File: src/rtl/nios_system_pio_pkg.sv
// Shared definitions for the Nios II system PIO blocks: register word
// addresses and a constant-evaluable ceiling log2 used to size counters.
package nios_system_pio_pkg;

  localparam logic [1:0] ADDR_DATA         = 2'd0;
  localparam logic [1:0] ADDR_EDGE_SEL     = 2'd1;
  localparam logic [1:0] ADDR_IRQ_MASK     = 2'd2;
  localparam logic [1:0] ADDR_EDGE_CAPTURE = 2'd3;

  // Ceiling log2; clog2(1) = 0, clog2(9) = 4.
  function automatic int clog2(input int value);
    int result;
    result = 0;
    for (int v = value - 1; v > 0; v = v >> 1) begin
      result = result + 1;
    end
    return result;
  endfunction

endpackage

File: src/rtl/nios_system_pio_debounce.sv
// One input channel: two-flop synchroniser followed by an optional
// stable-count debounce filter. With DEBOUNCE_CYCLES = 0 the filtered
// output is the second synchroniser flop directly.
module nios_system_pio_debounce
  import nios_system_pio_pkg::*;
#(
  parameter int DEBOUNCE_CYCLES = 0,
  parameter bit IDLE_LEVEL      = 1'b0
) (
  input  logic i_clk,
  input  logic i_rst_n,
  input  logic i_pin,
  output logic o_filt
);

  logic r_sync1;
  logic r_sync2;

  // Bring the asynchronous pin into the clock domain.
  always_ff @(posedge i_clk or negedge i_rst_n) begin
    if (!i_rst_n) begin
      r_sync1 <= IDLE_LEVEL;
      r_sync2 <= IDLE_LEVEL;
    end else begin
      r_sync1 <= i_pin;
      r_sync2 <= r_sync1;
    end
  end

  generate
    if (DEBOUNCE_CYCLES == 0) begin : g_bypass
      assign o_filt = r_sync2;
    end else begin : g_filter
      localparam int CW_RAW = clog2(DEBOUNCE_CYCLES + 1);
      localparam int CW     = (CW_RAW < 1) ? 1 : CW_RAW;
      localparam logic [CW-1:0] CNT_LAST = CW'(DEBOUNCE_CYCLES - 1);

      logic [CW-1:0] r_cnt;
      logic          r_filt;

      // Accept a new level only after it has differed from the filtered
      // value for DEBOUNCE_CYCLES consecutive cycles; any return resets the run.
      always_ff @(posedge i_clk or negedge i_rst_n) begin
        if (!i_rst_n) begin
          r_cnt  <= '0;
          r_filt <= IDLE_LEVEL;
        end else if (r_sync2 == r_filt) begin
          r_cnt <= '0;
        end else if (r_cnt == CNT_LAST) begin
          r_filt <= r_sync2;
          r_cnt  <= '0;
        end else begin
          r_cnt <= r_cnt + 1'b1;
        end
      end

      assign o_filt = r_filt;
    end
  endgenerate

endmodule

File: src/rtl/nios_system_pio_edge_irq.sv
// Avalon-MM input PIO with per-channel synchroniser/debounce, per-bit
// programmable edge detection, sticky edge capture and a maskable
// level interrupt. Register map: 0 DATA (RO), 1 EDGE_SEL, 2 IRQ_MASK,
// 3 EDGE_CAPTURE (write-1-to-clear, a same-cycle edge wins over clear).
module nios_system_pio_edge_irq
  import nios_system_pio_pkg::*;
#(
  parameter int WIDTH           = 4,
  parameter int DEBOUNCE_CYCLES = 0,
  parameter bit BOTH_EDGES      = 1'b0,
  parameter bit IDLE_LEVEL      = 1'b0
) (
  input  logic             clk,
  input  logic             reset_n,
  input  logic [1:0]       address,
  input  logic             chipselect,
  input  logic             write_n,
  input  logic [31:0]      writedata,
  input  logic [WIDTH-1:0] in_port,
  output logic [31:0]      readdata,
  output logic             irq
);

  logic             w_wr;
  logic [WIDTH-1:0] w_wdata;
  logic [WIDTH-1:0] w_filt;
  logic [WIDTH-1:0] w_rise;
  logic [WIDTH-1:0] w_fall;
  logic [WIDTH-1:0] w_det;
  logic [WIDTH-1:0] w_clr;
  logic             w_unused_writedata;

  logic [WIDTH-1:0] r_edge_sel;
  logic [WIDTH-1:0] r_irq_mask;
  logic [WIDTH-1:0] r_capture;
  logic [WIDTH-1:0] r_prev;
  logic [31:0]      r_readdata;
  logic             r_irq;

  assign w_wr               = chipselect & ~write_n;
  assign w_wdata            = writedata[WIDTH-1:0];
  assign w_unused_writedata = ^writedata;

  generate
    for (genvar g = 0; g < WIDTH; g++) begin : g_chan
      nios_system_pio_debounce #(
        .DEBOUNCE_CYCLES(DEBOUNCE_CYCLES),
        .IDLE_LEVEL     (IDLE_LEVEL)
      ) u_chan (
        .i_clk  (clk),
        .i_rst_n(reset_n),
        .i_pin  (in_port[g]),
        .o_filt (w_filt[g])
      );
    end
  endgenerate

  assign w_rise = w_filt & ~r_prev;
  assign w_fall = ~w_filt & r_prev;
  assign w_det  = BOTH_EDGES ? (w_rise | w_fall)
                             : ((w_rise & ~r_edge_sel) | (w_fall & r_edge_sel));
  assign w_clr  = (w_wr && (address == ADDR_EDGE_CAPTURE)) ? w_wdata : '0;

  // Software-writable configuration registers.
  always_ff @(posedge clk or negedge reset_n) begin
    if (!reset_n) begin
      r_edge_sel <= '0;
      r_irq_mask <= '0;
    end else if (w_wr) begin
      if (address == ADDR_EDGE_SEL) r_edge_sel <= w_wdata;
      if (address == ADDR_IRQ_MASK) r_irq_mask <= w_wdata;
    end
  end

  // Sticky edge capture; OR-ing det after the clear makes a new edge win.
  always_ff @(posedge clk or negedge reset_n) begin
    if (!reset_n) begin
      r_capture <= '0;
      r_prev    <= {WIDTH{IDLE_LEVEL}};
    end else begin
      r_capture <= (r_capture & ~w_clr) | w_det;
      r_prev    <= w_filt;
    end
  end

  // Level interrupt from any enabled pending capture.
  always_ff @(posedge clk or negedge reset_n) begin
    if (!reset_n) begin
      r_irq <= 1'b0;
    end else begin
      r_irq <= |(r_capture & r_irq_mask);
    end
  end

  // Read mux registered every cycle regardless of chipselect.
  always_ff @(posedge clk or negedge reset_n) begin
    if (!reset_n) begin
      r_readdata <= '0;
    end else begin
      case (address)
        ADDR_DATA:         r_readdata <= 32'(w_filt);
        ADDR_EDGE_SEL:     r_readdata <= 32'(r_edge_sel);
        ADDR_IRQ_MASK:     r_readdata <= 32'(r_irq_mask);
        ADDR_EDGE_CAPTURE: r_readdata <= 32'(r_capture);
        default:           r_readdata <= '0;
      endcase
    end
  end

  assign readdata = r_readdata;
  assign irq      = r_irq;

endmodule

File: config.mk
export PLATFORM = sky130hd
export DESIGN_NAME = nios_system_pio_edge_irq
export DESIGN_NICKNAME = d
export VERILOG_FILES = /design/src/rtl/nios_system_pio_pkg.sv /design/src/rtl/nios_system_pio_debounce.sv /design/src/rtl/nios_system_pio_edge_irq.sv
export SDC_FILE = /design/constraint.sdc
export NUM_CORES = 1
export LEC_CHECK = 0
export CAP_MARGIN = 20
export CELL_PAD_IN_SITES_DETAIL_PLACEMENT = 0
export CELL_PAD_IN_SITES_GLOBAL_PLACEMENT = 1
export CORE_AREA = 2 2 70 72
export DETAILED_ROUTE_END_ITERATION = 8
export DIE_AREA = 0 0 72 74
export GPL_ROUTABILITY_DRIVEN = 1
export PLACE_DENSITY_LB_ADDON = 0.12
export SLEW_MARGIN = 15
export SYNTH_ARGS = -nofsm -noshare
export SYNTH_HDL_FRONTEND = slang
export SYNTH_HIERARCHICAL = 1
export SYNTH_SLANG_ARGS = --single-unit
export TNS_END_PERCENT = 100
File: constraint.sdc
create_clock -name clk -period 2.6 [get_ports clk]
set_clock_uncertainty 0.15 [all_clocks]
set_input_delay 0.52 -clock clk [delete_from_list [all_inputs] [get_ports clk]]
set_output_delay 0.52 -clock clk [all_outputs]
set_load 0.01 [all_outputs]
# Word-level counts from Yosys, hierarchy flattened
# Cells that the tools add are included.
# word_totals
register_bits	57
input_bits	42
output_inout_bits	33
# op_classes
n_eq_ne	3
muxes	2
bitwise	14
reduce_logical	5
# op_table
operator	count
32-bit case mux with 4 select lines	1
4-bit AND	6
4-bit NOT	4
4-bit bitwise OR	2
2-bit equality test, second input constant	2
4-bit 2-to-1 mux	1
2-bit AND reduction	2
4-bit OR reduction	1
2-bit by 1-bit equality test with 1-bit output, second input constant	1
2-bit logical NOT	1
1-bit AND	1
1-bit logical AND	1
1-bit NOT	1

# Depth between registers and ports, before layout
# depth
word_depth	7
depth_mapped	4

# Cells and area by module
# The synthesis kept the hierarchy.
# modules_own_cells
module	n_inst	cells_per_inst	area_per_inst_um2	seq_area_each_um2
nios_system_pio_edge_irq	1	93	1128.6	525.5
nios_system_pio_debounce	4	2	50.0	50.0

# Worst setup path before layout
# No wires, ideal clock.
# synth_timing
path_type	input port to flip-flop
start	in address[1]
end	reg r_edge_sel[0]
setup_time_ps	125
arrival_time_ps	1297
path_slack_ps	1029
stages	3
n_path_buf	1
cell_sequence	buf_4 -> and4bb_4 -> mux2_2
# synth_via
elab_chain_len	2
# synth_lines
element	line_no	source
start: declaration	nios_system_pio_edge_irq.sv:15	input logic [1:0] address,
2-bit by 1-bit equality test with 1-bit output	nios_system_pio_edge_irq.sv:70	if (address == ADDR_EDGE_SEL) r_edge_sel <= w_wdata;
2-bit AND reduction (no source line)	--	
end signal: assignment	nios_system_pio_edge_irq.sv:70	
end: declaration	nios_system_pio_edge_irq.sv:33	logic [WIDTH-1:0] r_edge_sel;
# Every way passes these cells.
# A chain may end at the register's enable or synchronous reset.

# Worst setup path after layout
# layout_timing
start	in address[0]
end	reg r_capture[3]
# layout_via
elab_chain_len	6
# layout_lines
element	line_no	source
2-bit equality test	nios_system_pio_edge_irq.sv:62	assign w_clr = (w_wr && (address == ADDR_EDGE_CAPTURE)) ? w_wdata : '0;
1-bit logical AND	nios_system_pio_edge_irq.sv:62	
4-bit 2-to-1 mux	nios_system_pio_edge_irq.sv:62	
4-bit NOT	nios_system_pio_edge_irq.sv:81	r_capture <= (r_capture & ~w_clr) | w_det;
4-bit AND	nios_system_pio_edge_irq.sv:81	
4-bit bitwise OR	nios_system_pio_edge_irq.sv:81	
end signal: assignment	nios_system_pio_edge_irq.sv:81	
end: declaration	nios_system_pio_edge_irq.sv:35	logic [WIDTH-1:0] r_capture;
# Every way passes these cells.

==> results.md <==
* Pwr Density at 695 nW/µm²
* Mapped Avg Cell Area at approximately 13 µm²
* Clk Latency, worst-skew pair at 270 ps
* WL per Instance at ~12 µm
* # setup viols final at 0
* Static power due to leakage at 0.681 nW
* Synth unique cells at 16
* Sequential cell area fraction in the yosys report at 0.546
* Die area at 5330 µm²
* Status: complete, no violations
* Fmax at 513 MHz
* Sequential power share at 0.507
* Port Buf Inserts at 18
* DR pass1 iterations at 4
* Post-CTS Setup Inserts at 0
* Total power at 1.08 mW
* Root Driver: clkbuf_8
* Largest net degree at the start of global routing at 30
* Final ANT Viol Nets at 0
* Synthesized cell area at 1330 µm²
* Synth Register Bits at 29
* Final Util at 0.337
* NetSw at around 0.26 mW
* Crit path DAT at 1950 ps
* Total negative slack at 0 ps
* Internal Pwr Total at 0.817 mW
* Synth top area share at 0.546
* Iteration-0 DRC Markers at 24
* First-pass GRT wire length at 3.42 mm
* Synthesis Warnings at 6
* PostCTS Resize Cnt at 0
* I/O pin cnt at 75
* GP Congestion at 0.645
* Remaining DRCs at 0
* CTS clock-pin slew for the worst setup and hold paths at 60 ps
* Non-filler instance count after layout at 179
* Cells along the critical path: clkdlybuf4s50_1, and4b_1, nand2_1, a221o_1
* Crit end category: flip-flop
* Final period utilization at 0.749
* Multi-input gate area at 468 µm²
* CP Class: in -> reg
* Initial antenna violation count at 0
* Ratio of cells with drive above 1 in the final layout at 0.144
* Dpl cells at 172
* Nets at 167
* Slew Limit Fails at 0
* Sw Ratio at 0.241
* Synthesized instance count at 101
* N_diodes at 0
* CP startpoint kind: input port
* Vias in the first global route at 759
* CP max FO at 8
* Clock share of power at 0.335
* Area leader, netlist: dfrtp_1
* Vias per cell at about 4.2
* # hold bufs at CTS at 0
* Die W at 72 µm
* CTS Buffer Depth at 2
* Required @ worst endpoint at approximately 2600 ps
* Hold Path Class: reg -> reg
* Via count at 748
* Number of fill cells at 460
* FF-to-FF path depth at 1
* H-tree Lvls at 2
* Max IR drop VDD at 0.282 mV
* Synth top area cells: dfrtp_1 (55%), buf_4 (16%), mux4_1 (7.9%), mux2_2 (6.8%), nand2_1 (2.5%)
* Routed WL at between 2 and 2.5 mm
* Final hold viol count at 0
* Slowest cell on crit path: clkdlybuf4s50_1
* CTS tree: done
* Register area at 726 µm²
* FP Rows at 25
* Die Height at 74 µm
* Remaining global-route overflow at 0
* Final WS setup at approximately 650 ps
* RSZ-0062 raised after global routing: false
* CORE AREA at 4600 µm²
* Starting Density at 0.289
* Clock sinks at 29
* Hold Crit Depth at 0
* Post-DP HPWL at between 1.5 and 2 mm
* Gate power share at 0.158
* Min Clock Period, post-route at 1950 ps
* Max-cap violations at 0
* CTS Buf Count at 5
* Crit-path max cell delay at 710 ps
* Synthesis-to-finish area growth at 16.7%
* Tot GR Track Use at 0.0900
* Pre-CTS setup slack at 359 ps
critical path, delay by kind of cell:
family                 cells  cell delay (ps)
AO/OA/AOI/OAI              1              340
AND/OR/NAND/NOR            2              380
buffers and inverters      1              710
worst paths after layout:
check	startpoint	endpoint	slack (ps)
setup / recovery	address[0]	r_capture[3]	650
setup reg to reg	r_edge_sel[1]	readdata[1]	1410
min in group asynchronous	reset_n	g_chan[1].u_chan/r_sync1	480
max in group asynchronous	reset_n	g_chan[0].u_chan/o_filt	1540
hold reg to reg	g_chan[2].u_chan/r_sync1	g_chan[2].u_chan/o_filt	200
hold / removal	g_chan[2].u_chan/r_sync1	g_chan[2].u_chan/o_filt	200
registers in the layout (all words and copies together), names as in the netlist:
| name | count |
|---|---|
| r_prev | 4 |
| readdata | 4 |
| irq | 1 |
| r_capture | 4 |
| g_chan.u_chan/o_filt | 4 |
| r_irq_mask | 4 |
| g_chan.u_chan/r_sync1 | 4 |
| r_edge_sel | 4 |
cells in the final DEF, fill, tap and decap left out:
cell type,synthesis,layout
clkdlybuf4s50_1,0,18
inv_1,2,2
o21ai_0,2,2
a221o_1,2,2
buf_4,29,2
and4bb_4,2,2
clkbuf_8,0,6
mux4_1,4,4
conb_1,1,28
nor2_1,6,6
and4b_1,1,1
nand2_1,9,9
dfrtp_1,29,29
mux2_2,8,8
clkbuf_1,0,1
o211ai_1,2,2
nand4b_1,1,1
a22oi_1,2,2
through the flow:
stage | area (µm²) | hold slack, ps
after floorplan | 1430 | 74.4
after global placement | 1460 | 182
after detailed placement | 1460 | 186
after CTS | 1550 | 199
after global routing | 1550 | 209
final | 1550 | 196
synthesized netlist by cell type:
master / count
a221o_1: 2
mux2_2: 8
and4bb_4: 2
dfrtp_1: 29
o21ai_0: 2
a22oi_1: 2
o211ai_1: 2
nor2_1: 6
nand4b_1: 1
mux4_1: 4
and4b_1: 1
buf_4: 29
buf_6: 1
nand2_1: 9
conb_1: 1
inv_1: 2
power by group through the flow:
stage	Combinational, mW	Clock, mW	Sequential, mW
after floorplan	0.124	0	0.552
after global placement	0.170	0	0.553
after global routing	0.190	0.395	0.555
after detailed placement	0.173	0	0.555
after CTS	0.173	0.380	0.547
final	0.170	0.361	0.546
area by class of cell:
| cell class | count | share of cell area |
|---|---|---|
| multi-input combinational | 67 | 0.302 |
| inverter | 2 | 0.00484 |
| clock buffer | 7 | 0.0557 |
| timing repair buffer | 20 | 0.126 |
| tap | 54 | 0.0436 |
| sequential | 29 | 0.468 |
cells by family (layout without fill, tap and decap cells):
family / Yosys count / count (layout) / share of synthesized area
flip-flops: 29 / 29 / 0.546
AO/OA/AOI/OAI: 8 / 8 / 0.0452
buffers and inverters: 32 / 29 / 0.178
AND/OR/NAND/NOR: 19 / 19 / 0.0810
multiplexers: 12 / 12 / 0.147
other: 1 / 28 / 0.00282
per-layer routing:
layer  share of wire  track usage  routed length, µm  vias to the layer above
met5               0            0                  0                        -
met4           0.028       0.0566                 60                        0
met3           0.071       0.0420                153                        5
met2            0.48        0.144               1030                       37
met1            0.42       0.0976                900                      369
li1                -            -                  -                      337
Power figures use the tool's default switching activity.
